==> src/rtl/bram_arb_pkg.sv <==
// Shared definitions for the two-port bram arbiter: FSM states and port indices.
package bram_arb_pkg;

    localparam int ARB_NUM_PORTS   = 2;
    localparam int ARB_PORT_IFETCH = 0;
    localparam int ARB_PORT_LSU    = 1;

    typedef enum logic [1:0] {
        ARB_IDLE  = 2'd0,
        ARB_LOCK0 = 2'd1,
        ARB_LOCK1 = 2'd2
    } arb_state_e;

endpackage

==> src/rtl/bram_arbiter.sv <==
// Shares one single-port bram between two masters, with lockable exclusive access.
// Define BRAM_ARB_RR_EN for round-robin arbitration in idle; otherwise port 0 has priority.
module bram_arbiter
    import bram_arb_pkg::*;
#(
    parameter int DATA_WIDTH = 32,
    parameter int ADDR_WIDTH = 10
) (
    input  logic                  i_clk,
    input  logic                  i_rst_n,
    input  logic [1:0]            i_req,
    input  logic [1:0]            i_we,
    input  logic [1:0]            i_lock,
    input  logic [ADDR_WIDTH-1:0] i_addr0,
    input  logic [ADDR_WIDTH-1:0] i_addr1,
    input  logic [DATA_WIDTH-1:0] i_wdata0,
    input  logic [DATA_WIDTH-1:0] i_wdata1,
    output logic [1:0]            o_gnt,
    output logic [1:0]            o_rvalid,
    output logic [DATA_WIDTH-1:0] o_rdata,
    output logic                  o_bram_write,
    output logic [ADDR_WIDTH-1:0] o_bram_addr,
    output logic [DATA_WIDTH-1:0] o_bram_data,
    input  logic [DATA_WIDTH-1:0] i_bram_data
);

    arb_state_e            state_q, state_d;
    logic [1:0]            gnt;
    logic                  prefer1;
    logic [1:0]            rd_pend_q;
    logic [1:0]            rvalid_q;
    logic [DATA_WIDTH-1:0] rdata_q;
    logic [ADDR_WIDTH-1:0] addr_q;
    logic [DATA_WIDTH-1:0] data_q;

`ifdef BRAM_ARB_RR_EN
    logic rr_q;

    // Pointer names the preferred port; it flips to the other port after every access.
    always_ff @(posedge i_clk or negedge i_rst_n) begin
        if (!i_rst_n) begin
            rr_q <= 1'b0;
        end else if (gnt[0]) begin
            rr_q <= 1'b1;
        end else if (gnt[1]) begin
            rr_q <= 1'b0;
        end
    end

    assign prefer1 = rr_q;
`else
    assign prefer1 = 1'b0;
`endif

    always_comb begin
        gnt = 2'b00;
        case (state_q)
            ARB_IDLE: begin
                if (i_req[0] && i_req[1]) begin
                    gnt = prefer1 ? 2'b10 : 2'b01;
                end else begin
                    gnt = i_req;
                end
            end
            ARB_LOCK0: gnt = {1'b0, i_req[0]};
            ARB_LOCK1: gnt = {i_req[1], 1'b0};
            default:   gnt = 2'b00;
        endcase
    end

    always_comb begin
        state_d = state_q;
        case (state_q)
            ARB_IDLE: begin
                if (gnt[0] && i_lock[0]) begin
                    state_d = ARB_LOCK0;
                end else if (gnt[1] && i_lock[1]) begin
                    state_d = ARB_LOCK1;
                end
            end
            ARB_LOCK0: if (gnt[0] && !i_lock[0]) state_d = ARB_IDLE;
            ARB_LOCK1: if (gnt[1] && !i_lock[1]) state_d = ARB_IDLE;
            default:   state_d = ARB_IDLE;
        endcase
    end

    // Without a grant the bram sees the last address/data so its inputs do not toggle.
    always_comb begin
        o_bram_addr  = addr_q;
        o_bram_data  = data_q;
        o_bram_write = |(gnt & i_we);
        if (gnt[1]) begin
            o_bram_addr = i_addr1;
            o_bram_data = i_wdata1;
        end else if (gnt[0]) begin
            o_bram_addr = i_addr0;
            o_bram_data = i_wdata0;
        end
    end

    always_ff @(posedge i_clk or negedge i_rst_n) begin
        if (!i_rst_n) begin
            state_q   <= ARB_IDLE;
            addr_q    <= '0;
            data_q    <= '0;
            rd_pend_q <= 2'b00;
            rvalid_q  <= 2'b00;
            rdata_q   <= '0;
        end else begin
            state_q   <= state_d;
            addr_q    <= o_bram_addr;
            data_q    <= o_bram_data;
            rd_pend_q <= gnt & ~i_we;
            rvalid_q  <= rd_pend_q;
            // bram output is valid the cycle after acceptance; register it for the owner.
            if (|rd_pend_q) begin
                rdata_q <= i_bram_data;
            end
        end
    end

    assign o_gnt    = gnt;
    assign o_rvalid = rvalid_q;
    assign o_rdata  = rdata_q;

endmodule

==> config.mk <==
export PLATFORM = sky130hd
export DESIGN_NAME = bram_arbiter
export DESIGN_NICKNAME = d
export VERILOG_FILES = /design/src/rtl/bram_arb_pkg.sv /design/src/rtl/bram_arbiter.sv
export SDC_FILE = /design/constraint.sdc
export NUM_CORES = 1
export LEC_CHECK = 0
export BUFFER_PORTS_ARGS = -buffer_cell sky130_fd_sc_hd__buf_4
export CAP_MARGIN = 15
export CORE_ASPECT_RATIO = 1.4
export CORE_UTILIZATION = 45
export DETAILED_ROUTE_END_ITERATION = 8
export HOLD_SLACK_MARGIN = 0.05
export PLACE_DENSITY = 0.8
export RECOVER_POWER = 100
export SETUP_SLACK_MARGIN = 0.4
export SYNTH_ARGS = -nofsm -noshare
export SYNTH_HDL_FRONTEND = slang
export SYNTH_SLANG_ARGS = --single-unit
==> constraint.sdc <==
create_clock -name i_clk -period 2.7 [get_ports i_clk]
set_clock_uncertainty 0.05 [all_clocks]
set_input_delay 0.675 -clock i_clk [delete_from_list [all_inputs] [get_ports i_clk]]
set_output_delay 0.675 -clock i_clk [all_outputs]
set_load 0.05 [all_outputs]
==> results.md <==
Synth:
- Counting flops and latches in the post-synthesis netlist gives 80.
- Counting every net in the synthesized netlist gives 346.
- The count of unique library cells instantiated by Yosys is 16.
- The share of synthesized area in the top cell type comes to 52.7%.
- The cell taking the most area after synthesis is sky130_fd_sc_hd__dfrtp_1.
- After synthesis, flip-flops and latches occupy 52.7% of the total area.
- The Yosys step of the flow raised 0 warnings.
- The mean post-synth cell area is 17.1 µm².
- In the synthesized netlist, the number of instances is 222.
- Yosys attributes the largest share of cell area to sky130_fd_sc_hd__dfrtp_1, sky130_fd_sc_hd__mux2_4, sky130_fd_sc_hd__mux2_2, sky130_fd_sc_hd__buf_8, sky130_fd_sc_hd__buf_4.
- In this run the cell area of the synthesized design comes to 3800 µm².

Placement:
- Buffers placed on the I/O ports in this run total 202.
- The estimated wirelength of the detail-placed design is 7.01 mm.
- The count of placed standard cells including taps is 523.
- At the placement stage, the worst setup path has a slack of -0.0133 ns.
- The congestion estimate from routability-driven global placement came to 0.774.

Worst setup path:
- The type of element launching the critical path is an input port.
- The worst endpoint required time is 1.98 ns.
- Along the worst path, the maximum fanout reaches 9.
- STA classifies the critical path endpoint as an output pin.
- The path type of the worst setup path is input port to output pin.
- Data arrives at the worst endpoint at 1.96 ns.

Clocking:
- The number of buffers inserted during clock tree synthesis is 9.
- TritonCTS built the clock tree.
- The number of hold buffers added after cts is 0.
- The number of clock sinks is 80.
- The deepest level of the CTS H-tree is 3.
- The cell sitting at the root of the clock tree is a sky130_fd_sc_hd__clkbuf_16.
- The latest clock arrival within the worst-skew pair is 0.32 ns.
- The largest buffer count on any clock path is 2.
- The clock-pin slew on the worst setup and hold paths is 0.05 ns.

GRT:
- The initial antenna violation count is 0.
- The combined global-route utilization of all metal layers is 24.0%.
- The number of global-route vias before repair came to 3018.
- The total overflow left after global routing is 0.
- The first-pass GRT wire length is 15.6 mm.
- Entering global routing, the biggest net connects 51 pins.

Job:
- Max-cap violations in this run came to 1.

Finish:
- After the flow finishes, the layout carries non-filler instances totaling 554.
- The number of fill cells is 561.
- From synthesis to final layout, the design area changed by 60.0%.
- Summing all multi-input logic gate instances after layout gives 1690 µm².
- The fraction of final layout cells sized beyond drive strength 1 is 71.9%.
- The number of antenna diodes in the final layout is 0.
- The net count of the finished layout is 573.
- The storage element area is 2000 µm².
- The share of the core filled with cells is 74.5%.

Route:
- The average wire per standard cell is 18.6 µm.
- For this run, the detailed router's first-pass iteration total came to 4.
- The detailed router finished its first iteration with 50 violations.
- Detailed routing inserted a total of 2774 vias.
- The DRC violation count after routing is 0.
- The routed wire length is 10.3 mm.
- The average via count per standard cell is 5.01.
- Once detail routing completed, the nets flagged for antenna violations numbered 0.

Floorplan:
- The placement row count is 39.
- The vertical die dimension is 111 µm.
- Measured along the x axis, the die boundary spans 79.6 µm.
- The die covers 8810 µm².
- The number of I/O pins is 203.
- The starting utilization of the core area is 46.6%.
- The core area is 8150 µm².

STA:
- The tightest slew margin relative to the limit is -20.8%.
- The count of endpoints failing hold in the final timing report is 0.
- The transition time of the tightest slew-check pin is 1.81 ns.
- The time the worst path needs with I/O delays and setup is 2.68 ns.
- The final critical path takes up 99.3% of the cycle.
- The final-report max-slew violation count is 31.
- Setup repair after global routing could not meet its margin everywhere.
- The tightest hold margin is 0.350 ns.
- Setup violations remaining at the end of the flow were counted as 0.
- For this run, the top clock speed supported by timing is 373 MHz.
- The least setup slack across all paths after layout is 0.0185 ns.

Pwr:
- The power density over the cells is 860 nW/µm².
- The leakage power is 3.08 nW.
- The worst vdd rail ir drop is 0.520 mV.

Run status:
- The checks that failed: capacitance limit, slew limit.
- The run finished, with violations left.

Hold path:
- The class of the worst hold path is register to register.
-- cells in the final DEF (no fill, tap or decap) --
cell / synthesis / final
sky130_fd_sc_hd__buf_4: 4 / 130
sky130_fd_sc_hd__dfrtp_1: 80 / 80
sky130_fd_sc_hd__mux2_4: 76 / 76
sky130_fd_sc_hd__buf_6: 1 / 39
sky130_fd_sc_hd__mux2_2: 40 / 37
sky130_fd_sc_hd__clkbuf_1: 0 / 36
sky130_fd_sc_hd__clkbuf_16: 0 / 10
sky130_fd_sc_hd__buf_8: 4 / 9
sky130_fd_sc_hd__buf_12: 0 / 8
sky130_fd_sc_hd__mux2_1: 0 / 3
sky130_fd_sc_hd__nor2_1: 4 / 3
sky130_fd_sc_hd__buf_16: 0 / 3
sky130_fd_sc_hd__clkinv_2: 0 / 2
sky130_fd_sc_hd__clkbuf_2: 0 / 2
sky130_fd_sc_hd__nand2b_4: 0 / 1
sky130_fd_sc_hd__inv_4: 0 / 1
sky130_fd_sc_hd__nand3b_4: 1 / 1
sky130_fd_sc_hd__clkinvlp_2: 0 / 1
sky130_fd_sc_hd__a22o_4: 0 / 1
sky130_fd_sc_hd__mux2i_1: 1 / 1
sky130_fd_sc_hd__nor2_2: 0 / 1
sky130_fd_sc_hd__nor2b_1: 1 / 1
sky130_fd_sc_hd__inv_1: 3 / 1
sky130_fd_sc_hd__a21oi_1: 1 / 1
sky130_fd_sc_hd__nor3_1: 1 / 1
sky130_fd_sc_hd__bufinv_16: 0 / 1
sky130_fd_sc_hd__clkinvlp_4: 0 / 1
sky130_fd_sc_hd__clkbuf_4: 0 / 1
-- registers in the layout, indices dropped and copies added (netlist names) --
register,cells
data_q,32
o_rdata,32
addr_q,10
o_rvalid,2
rd_pend_q,2
state_q,2
-- Yosys cell counts --
cell / number
sky130_fd_sc_hd__nor2b_1: 1
sky130_fd_sc_hd__inv_1: 3
sky130_fd_sc_hd__buf_6: 1
sky130_fd_sc_hd__nand2b_1: 1
sky130_fd_sc_hd__buf_8: 4
sky130_fd_sc_hd__dfrtp_1: 80
sky130_fd_sc_hd__a22o_1: 1
sky130_fd_sc_hd__mux2_4: 76
sky130_fd_sc_hd__nor3_1: 1
sky130_fd_sc_hd__mux2i_1: 1
sky130_fd_sc_hd__a21oi_1: 1
sky130_fd_sc_hd__nand3b_4: 1
sky130_fd_sc_hd__nor2_1: 4
sky130_fd_sc_hd__buf_4: 4
sky130_fd_sc_hd__mux2_2: 40
sky130_fd_sc_hd__buf_2: 3
-- routing by layer --
| layer | global-route usage (%) | wire [µm] | vias to the layer above | share of wire [%] |
|---|---|---|---|---|
| li1 | - | - | 1245 | - |
| met1 | 27.0 | 3730 | 1390 | 36 |
| met2 | 41.9 | 5650 | 131 | 55 |
| met3 | 6.09 | 803 | 8 | 7.8 |
| met4 | 10.4 | 128 | 0 | 1.2 |
| met5 | 0 | 0 | - | 0 |
-- metrics by stage --
step / setup TNS [ns] / total power, mW / area [µm²]
final: 0 / 5.22 / 6070
after floorplan: 0 / 3.25 / 3820
after CTS: 0 / 5.31 / 6130
after global placement: 0 / 3.91 / 5490
after detailed placement: -0.0133 / 3.95 / 5490
after global routing: -0.932 / 5.42 / 6070
-- worst max-delay path, stage by stage --
cell and delay (ns):
sky130_fd_sc_hd__buf_6 0.10, sky130_fd_sc_hd__nand2b_4 0.14, sky130_fd_sc_hd__buf_12 0.13, sky130_fd_sc_hd__nand3b_4 0.18, sky130_fd_sc_hd__buf_12 0.21, sky130_fd_sc_hd__mux2_1 0.35, sky130_fd_sc_hd__buf_8 0.16
-- final timing paths --
check / endpoint / start / cells past startpoint / slack, ns
worst max-delay path: o_bram_data[8] / i_req[0] / 7 / 0.02
worst min-delay path: o_rvalid[1]$_DFF_PN0_ / rd_pend_q[1]$_DFF_PN0_ / 0 / 0.35
worst max register to register: data_q[6]$_DFF_PN0_ / state_q[1]$_DFFE_PN0P_ / 6 / 0.95
worst min register to register: o_rvalid[1]$_DFF_PN0_ / rd_pend_q[1]$_DFF_PN0_ / 0 / 0.35
max in group asynchronous: data_q[22]$_DFF_PN0_ / i_rst_n / 1 / 0.77
min in group asynchronous: o_rdata[29]$_DFFE_PN0P_ / i_rst_n / 1 / 0.78
-- timing repair --
item / CTS / global route
setup buffers: 12 / 1
resized for setup: 48 / 24
endpoints found under the setup margin: 44 / 45
cloned: 3 / 1
pin swaps: 1 / 0
-- layout make-up --
| cell class | count | share of cell area [%] |
|---|---|---|
| Multi-Input combinational cell | 127 | 27.8 |
| Timing Repair Buffer | 228 | 32.4 |
| Clock buffer | 10 | 3.77 |
| Clock inverter | 4 | 0.783 |
| Tap cell | 102 | 2.10 |
| Inverter | 3 | 0.247 |
| Sequential cell | 80 | 33.0 |
-- cells by family (layout without fill, tap and decap cells) --
group                  count (synthesis)  after routing  share of synthesized area [%]
muxes                                117            117                           42.2
DFF                                   80             80                           52.7
buffers and inverters                 15            245                           3.36
and+or+nand+nor                        8              8                           1.38
AOI/OAI and AO/OA                      2              2                          0.362
-- where the power goes --
group          switching (mW)  leakage, nW  total, mW  internal, mW
registers               0.112        0.941       1.57          1.46
clock network           0.446        0.134       1.15         0.702
logic                    1.45         2.00       2.50          1.05
total                    2.01         3.08       5.22          3.21
(Power assumes the default switching activity.)
